--- src/rtl/boot_seq.sv ---
// Boot/run sequencer: streams an instruction image into IMem, holds and
// releases core reset, then supervises the run. Halt input: BOOT_SEQ_HALT_EN.
module boot_seq #(
    parameter int ADDR_WIDTH = 64,
    parameter int INST_WIDTH = 32,
    parameter int DEPTH      = 1024,
    parameter int RST_HOLD   = 2,
    parameter int RUN_LIMIT  = 1000,
    parameter int CNT_WIDTH  = 32
) (
    input  logic                  in_Clk,
    input  logic                  Rst_N,
    input  logic                  in_ld_valid,
    input  logic [INST_WIDTH-1:0] in_ld_data,
    input  logic                  in_ld_last,
    output logic                  out_ld_ready,
    output logic                  out_im_wr_en,
    output logic [ADDR_WIDTH-1:0] out_im_wr_addr,
    output logic [INST_WIDTH-1:0] out_im_wr_data,
    output logic                  out_done_load_inst,
    output logic                  out_core_rst_n,
    input  logic                  in_halt,
    output logic [CNT_WIDTH-1:0]  out_run_cnt,
    output logic                  out_finished,
    output logic                  out_timeout,
    output logic                  out_ld_trunc
);

    localparam int BYTES = INST_WIDTH / 8;
    localparam int IW    = (DEPTH > 1) ? $clog2(DEPTH) : 1;
    localparam int HW    = (RST_HOLD > 1) ? $clog2(RST_HOLD) : 1;

    typedef enum logic [1:0] {LOAD, HOLD, RUN, DONE} state_t;

    state_t                state, state_n;
    logic [IW-1:0]         idx, idx_n;
    logic [HW-1:0]         hold_cnt, hold_n;
    logic                  ready_n, wr_en_n, done_n, core_n;
    logic                  fin_n, tmo_n, trunc_n;
    logic [ADDR_WIDTH-1:0] addr_n;
    logic [INST_WIDTH-1:0] data_n;
    logic [CNT_WIDTH-1:0]  cnt_n, cnt_inc;
    logic                  accept;
    logic                  halt;

`ifdef BOOT_SEQ_HALT_EN
    assign halt = in_halt;
`else
    logic unused_halt;
    assign unused_halt = in_halt;
    assign halt        = 1'b0;
`endif

    assign accept = in_ld_valid & out_ld_ready;

    always_comb begin
        state_n = state;
        idx_n   = idx;
        hold_n  = hold_cnt;
        ready_n = out_ld_ready;
        wr_en_n = 1'b0;
        addr_n  = out_im_wr_addr;
        data_n  = out_im_wr_data;
        done_n  = out_done_load_inst;
        core_n  = out_core_rst_n;
        cnt_n   = out_run_cnt;
        fin_n   = out_finished;
        tmo_n   = out_timeout;
        trunc_n = out_ld_trunc;
        cnt_inc = (&out_run_cnt) ? out_run_cnt
                                 : out_run_cnt + 1'b1;
        unique case (state)
            LOAD: begin
                ready_n = 1'b1;
                if (accept) begin
                    wr_en_n = 1'b1;
                    addr_n  = ADDR_WIDTH'(idx) * ADDR_WIDTH'(BYTES);
                    data_n  = in_ld_data;
                    idx_n   = idx + 1'b1;
                    // last word or capacity reached closes the image
                    if (in_ld_last || idx == IW'(DEPTH - 1)) begin
                        ready_n = 1'b0;
                        trunc_n = ~in_ld_last;
                        hold_n  = '0;
                        state_n = HOLD;
                    end
                end
            end
            HOLD: begin
                done_n = 1'b1;
                if (hold_cnt == HW'(RST_HOLD - 1)) begin
                    core_n  = 1'b1;
                    state_n = RUN;
                end else begin
                    hold_n = hold_cnt + 1'b1;
                end
            end
            RUN: begin
                cnt_n = cnt_inc;
                if (halt) begin
                    fin_n   = 1'b1;
                    state_n = DONE;
                end else if (RUN_LIMIT != 0 &&
                             cnt_inc == CNT_WIDTH'(RUN_LIMIT)) begin
                    tmo_n   = 1'b1;
                    state_n = DONE;
                end
            end
            DONE: begin
                state_n = DONE;
            end
            default: begin
                state_n = LOAD;
            end
        endcase
    end

    always_ff @(posedge in_Clk or negedge Rst_N) begin
        if (!Rst_N) begin
            state              <= LOAD;
            idx                <= '0;
            hold_cnt           <= '0;
            out_ld_ready       <= 1'b0;
            out_im_wr_en       <= 1'b0;
            out_im_wr_addr     <= '0;
            out_im_wr_data     <= '0;
            out_done_load_inst <= 1'b0;
            out_core_rst_n     <= 1'b0;
            out_run_cnt        <= '0;
            out_finished       <= 1'b0;
            out_timeout        <= 1'b0;
            out_ld_trunc       <= 1'b0;
        end else begin
            state              <= state_n;
            idx                <= idx_n;
            hold_cnt           <= hold_n;
            out_ld_ready       <= ready_n;
            out_im_wr_en       <= wr_en_n;
            out_im_wr_addr     <= addr_n;
            out_im_wr_data     <= data_n;
            out_done_load_inst <= done_n;
            out_core_rst_n     <= core_n;
            out_run_cnt        <= cnt_n;
            out_finished       <= fin_n;
            out_timeout        <= tmo_n;
            out_ld_trunc       <= trunc_n;
        end
    end

endmodule

--- config.mk ---
export PLATFORM = sky130hd
export DESIGN_NAME = boot_seq
export DESIGN_NICKNAME = d
export VERILOG_FILES = /design/src/rtl/boot_seq.sv
export SDC_FILE = /design/constraint.sdc
export NUM_CORES = 1
export LEC_CHECK = 0
export ABC_AREA = 1
export ABC_CLOCK_PERIOD_IN_PS = 2000
export BUFFER_PORTS_ARGS = -buffer_cell sky130_fd_sc_hd__buf_2
export CORE_ASPECT_RATIO = 0.75
export CORE_MARGIN = 8
export CORE_UTILIZATION = 46
export CTS_CLUSTER_SIZE = 10
export DETAILED_ROUTE_END_ITERATION = 10
export PLACE_DENSITY = 0.77
export SLEW_MARGIN = 5
export SYNTH_ARGS = -nofsm -noshare
export SYNTH_HDL_FRONTEND = slang
export SYNTH_SLANG_ARGS = --single-unit
--- constraint.sdc ---
create_clock -name in_Clk -period 2 [get_ports in_Clk]
set_clock_uncertainty 0.15 [all_clocks]
set_input_delay 0.1 -clock in_Clk [delete_from_list [all_inputs] [get_ports in_Clk]]
set_output_delay 0.1 -clock in_Clk [all_outputs]
set_load 0.005 [all_outputs]
==> qor.csv <==
stage,metric,value,unit
synthesis,async set-reset flop share out of synthesis,1.00,
timing,Hold WS,0.0908,ns
synthesis,YS warnings,0,
cells_and_area,fillers,904,
routing,Routed WL,16600,um
timing,RSZ-0062 raised after global routing,true,
setup_path,Reg2Reg Depth,14,
setup_path,CP Max Fanout,6,
floorplan,Initial Util,0.472,
cells_and_area,fin util,0.675,
clock_network,Root Driver,clkbuf_16,
global_routing,Total Routing Usage GR,0.219,
place,Place WS,-0.276,ns
routing,post-route ant nets,0,
synthesis,Post-synth EDFFs,0,
clock_network,Worst-path clk slew,0.07,ns
timing,Max Slew Vio Count,0,
synthesis,post-synth cell types,31,
setup_path,Crit path required time,2.10,ns
clock_network,cts bufs inserted,9,
timing,count of final hold-check violations,0,
place,port bufs,115,
global_routing,grt total ovfl,0,
power_and_ir_drop,Pleak,3.89,nW
floorplan,die area,14900,um^2
run_status,violated checks,setup timing,
timing,Worst-Margin Slew,0.564,ns
routing,via count,5309,
timing,final setup fails,2,
timing,setup slack after layout,-0.171,ns
power_and_ir_drop,Total Power Consumption,0.00726,W
timing,Slew headroom,0.624,
place,Routability Congestion,0.950,
clock_network,htree depth,3,
routing,WL/cell,15.0,um
synthesis,synthesized instance count,708,
power_and_ir_drop,VDD IR-drop max,0.591,mV
routing,DR vias/cell,4.81,
clock_network,CTS tree,built,
floorplan,Die Span Y,108,um
timing,fmax,461,MHz
global_routing,initial antenna violation count,0,
global_routing,largest net degree at the start of global routing,65,
routing,DRT Pass-1 Iters,7,
cells_and_area,layout net count,997,
cells_and_area,fraction of layout cells with a size suffix above 1,0.325,
global_routing,first-pass GRT wire length,26700,um
floorplan,Die X,138,um
setup_path,CP startpoint kind,flop,
power_and_ir_drop,Power Density,982,nW/um^2
setup_path,Critical Path Sink Type,flop,
cells_and_area,Area Overhead vs Synth,43.0,%
run_status,status,"complete, but fails checks",
floorplan,# IOs,172,
cells_and_area,footprint of the multi-input gates,2670,um^2
synthesis,sequential area share after synthesis,0.450,
setup_path,crit path DAT,2.28,ns
synthesis,register bit total from synthesis,93,
routing,drt first-iter violations,477,
cells_and_area,diode count,0,
floorplan,row count,33,
floorplan,area of the core,10900,um^2
synthesis,Post-Syn Area per Cell,7.30,um^2
synthesis,post-synthesis cell area,5170,um^2
place,Post-DP HPWL,11700,um
worst_hold_path,worst min path class,in2async,
synthesis,main flop type after synthesis,dfrtp_1,
clock_network,clock sink count,93,
setup_path,critical path class,reg2reg,
timing,fin crit share,1.09,
clock_network,clk buf depth,2,
global_routing,vias in the first global route,5337,
clock_network,clk_lat worst skew,0.34,ns
setup_path,reg-to-reg setup timing slack,-0.17,ns
routing,Remaining DRCs,0,
timing,post-layout min period,2.17,ns
cells_and_area,Reg area,2330,um^2
flow_run,Max Cap Viol,0,
## timing repair
item	in CTS	in global routing
endpoints found under the hold margin	127	0
hold buffers	35	0
gates cloned	1	0
gates resized for setup	62	17
endpoints found under the setup margin	2	4
pin swaps	21	5
buffers inserted	11	5
## worst paths after layout
| path | start | end |
|---|---|---|
| min reg2reg | out_core_rst_n$_DFFE_PN0P_ | out_core_rst_n$_DFFE_PN0P_ |
| max reg2reg | out_run_cnt[0]$_DFFE_PN0N_ | out_timeout$_DFFE_PN0P_ |
| max | out_run_cnt[0]$_DFFE_PN0N_ | out_timeout$_DFFE_PN0P_ |
| min | Rst_N | out_im_wr_data[0]$_DFFE_PN0P_ |
| min in group in_Clk | out_core_rst_n$_DFFE_PN0P_ | out_core_rst_n$_DFFE_PN0P_ |
| max in group asynchronous | Rst_N | out_run_cnt[6]$_DFFE_PN0N_ |
## critical path: stages (launching register included)
cell and delay (ns):
dfrtp_2 0.44, buf_6 0.14, inv_1 0.12, nor2_4 0.06, nand2_2 0.11, inv_1 0.09
nand2_1 0.07, nand2_1 0.09, nand2_4 0.09, nand2_2 0.06, nor2_1 0.10, nand3b_1 0.14
nor2_4 0.16, nand3_2 0.09, o21bai_1 0.15
## cells in the mapped netlist, types with 2 or more instances
cell type / count / area (um^2)
a21oi_1: 2 / 10.0
a31oi_1: 6 / 37.5
buf_2: 3 / 15.0
buf_4: 55 / 413
clkbuf_1: 14 / 52.6
dfrtp_1: 93 / 2330
ha_1: 2 / 25.0
inv_1: 38 / 143
nand2_1: 290 / 1090
nand2_2: 4 / 25.0
nand3_1: 41 / 205
nand3b_1: 7 / 52.6
nand4_1: 6 / 37.5
nor2_1: 84 / 315
nor2_2: 3 / 18.8
nor2_4: 2 / 22.5
nor3_1: 2 / 10.0
o21ai_0: 30 / 150
o21bai_1: 2 / 15.0
xnor2_1: 3 / 26.3
xor2_1: 11 / 96.3
## placed cells by master, fill, tap and decap left out, types with 2 or more instances in the layout
| cell type | n |
|---|---|
| clkbuf_16 | 9 |
| inv_2 | 3 |
| dlygate4sd3_1 | 35 |
| dfrtp_2 | 4 |
| nand2_2 | 18 |
| a31oi_1 | 6 |
| buf_4 | 100 |
| conb_1 | 55 |
| inv_6 | 2 |
| nand2_4 | 5 |
| o21ai_0 | 29 |
| nand3_1 | 35 |
| inv_1 | 36 |
| nor2_2 | 20 |
| xor2_1 | 11 |
| buf_2 | 114 |
| clkbuf_8 | 2 |
| nand2_1 | 272 |
| dfrtp_1 | 89 |
| o21bai_1 | 2 |
| nor2_4 | 14 |
| nand4_1 | 6 |
| nor2_1 | 55 |
| a21oi_1 | 2 |
| buf_6 | 8 |
| nand3b_1 | 7 |
| xnor2_1 | 3 |
| nand3_2 | 6 |
## where the power goes
group          switching, W  internal (W)  total, W
Clock              0.000738      0.000919   0.00166
Combinational       0.00148       0.00134   0.00283
Sequential         0.000378       0.00240   0.00277
Total               0.00260       0.00466   0.00726
## state kept, by name, indices dropped and copies added (netlist names)
register and cells:
out_ld_trunc 1, out_im_wr_data 32, out_core_rst_n 1, state 2
out_im_wr_en 1, out_im_wr_addr 10, hold_cnt 1, out_done_load_inst 1
out_run_cnt 32, out_ld_ready 1, idx 10, out_timeout 1
## logic make-up after synthesis
logic type | after synthesis | synth area share
AND/OR/NAND/NOR | 444 | 0.353
AO/OA/AOI/OAI | 41 | 0.0431
other | 1 | 0.000726
XOR/XNOR | 14 | 0.0237
flip-flops | 93 | 0.450
adder cells (fa/ha/maj) | 2 | 0.00484
buffers and inverters | 113 | 0.124
## area by class of cell
| type | count | area share |
|---|---|---|
| clock buffer | 12 | 0.0347 |
| multi-input combinational | 557 | 0.361 |
| timing repair buffer | 258 | 0.241 |
| sequential | 93 | 0.316 |
| tap | 140 | 0.0237 |
| clock inverter | 4 | 0.00406 |
| inverter | 39 | 0.0198 |
## per-stage QoR
stage	cells	TNS [ns]	cell area, um^2
global route	1103	-0.567	7390
global placement	1035	-0.529	6350
finish	1103	-0.292	7390
CTS	1098	-0.180	7300
detailed placement	1035	-0.545	6350
floorplan	762	-0.100	5390
## routing by layer
layer / share of wire / vias to the layer above / track usage
met3: 0.093 / 24 / 0.0675
met2: 0.46 / 246 / 0.344
met1: 0.43 / 2433 / 0.283
li1: - / 2606 / -
met5: 0 / - / 0
met4: 0.017 / 0 / 0.0696
No activity file was read; power rests on OpenSTA's default activity.
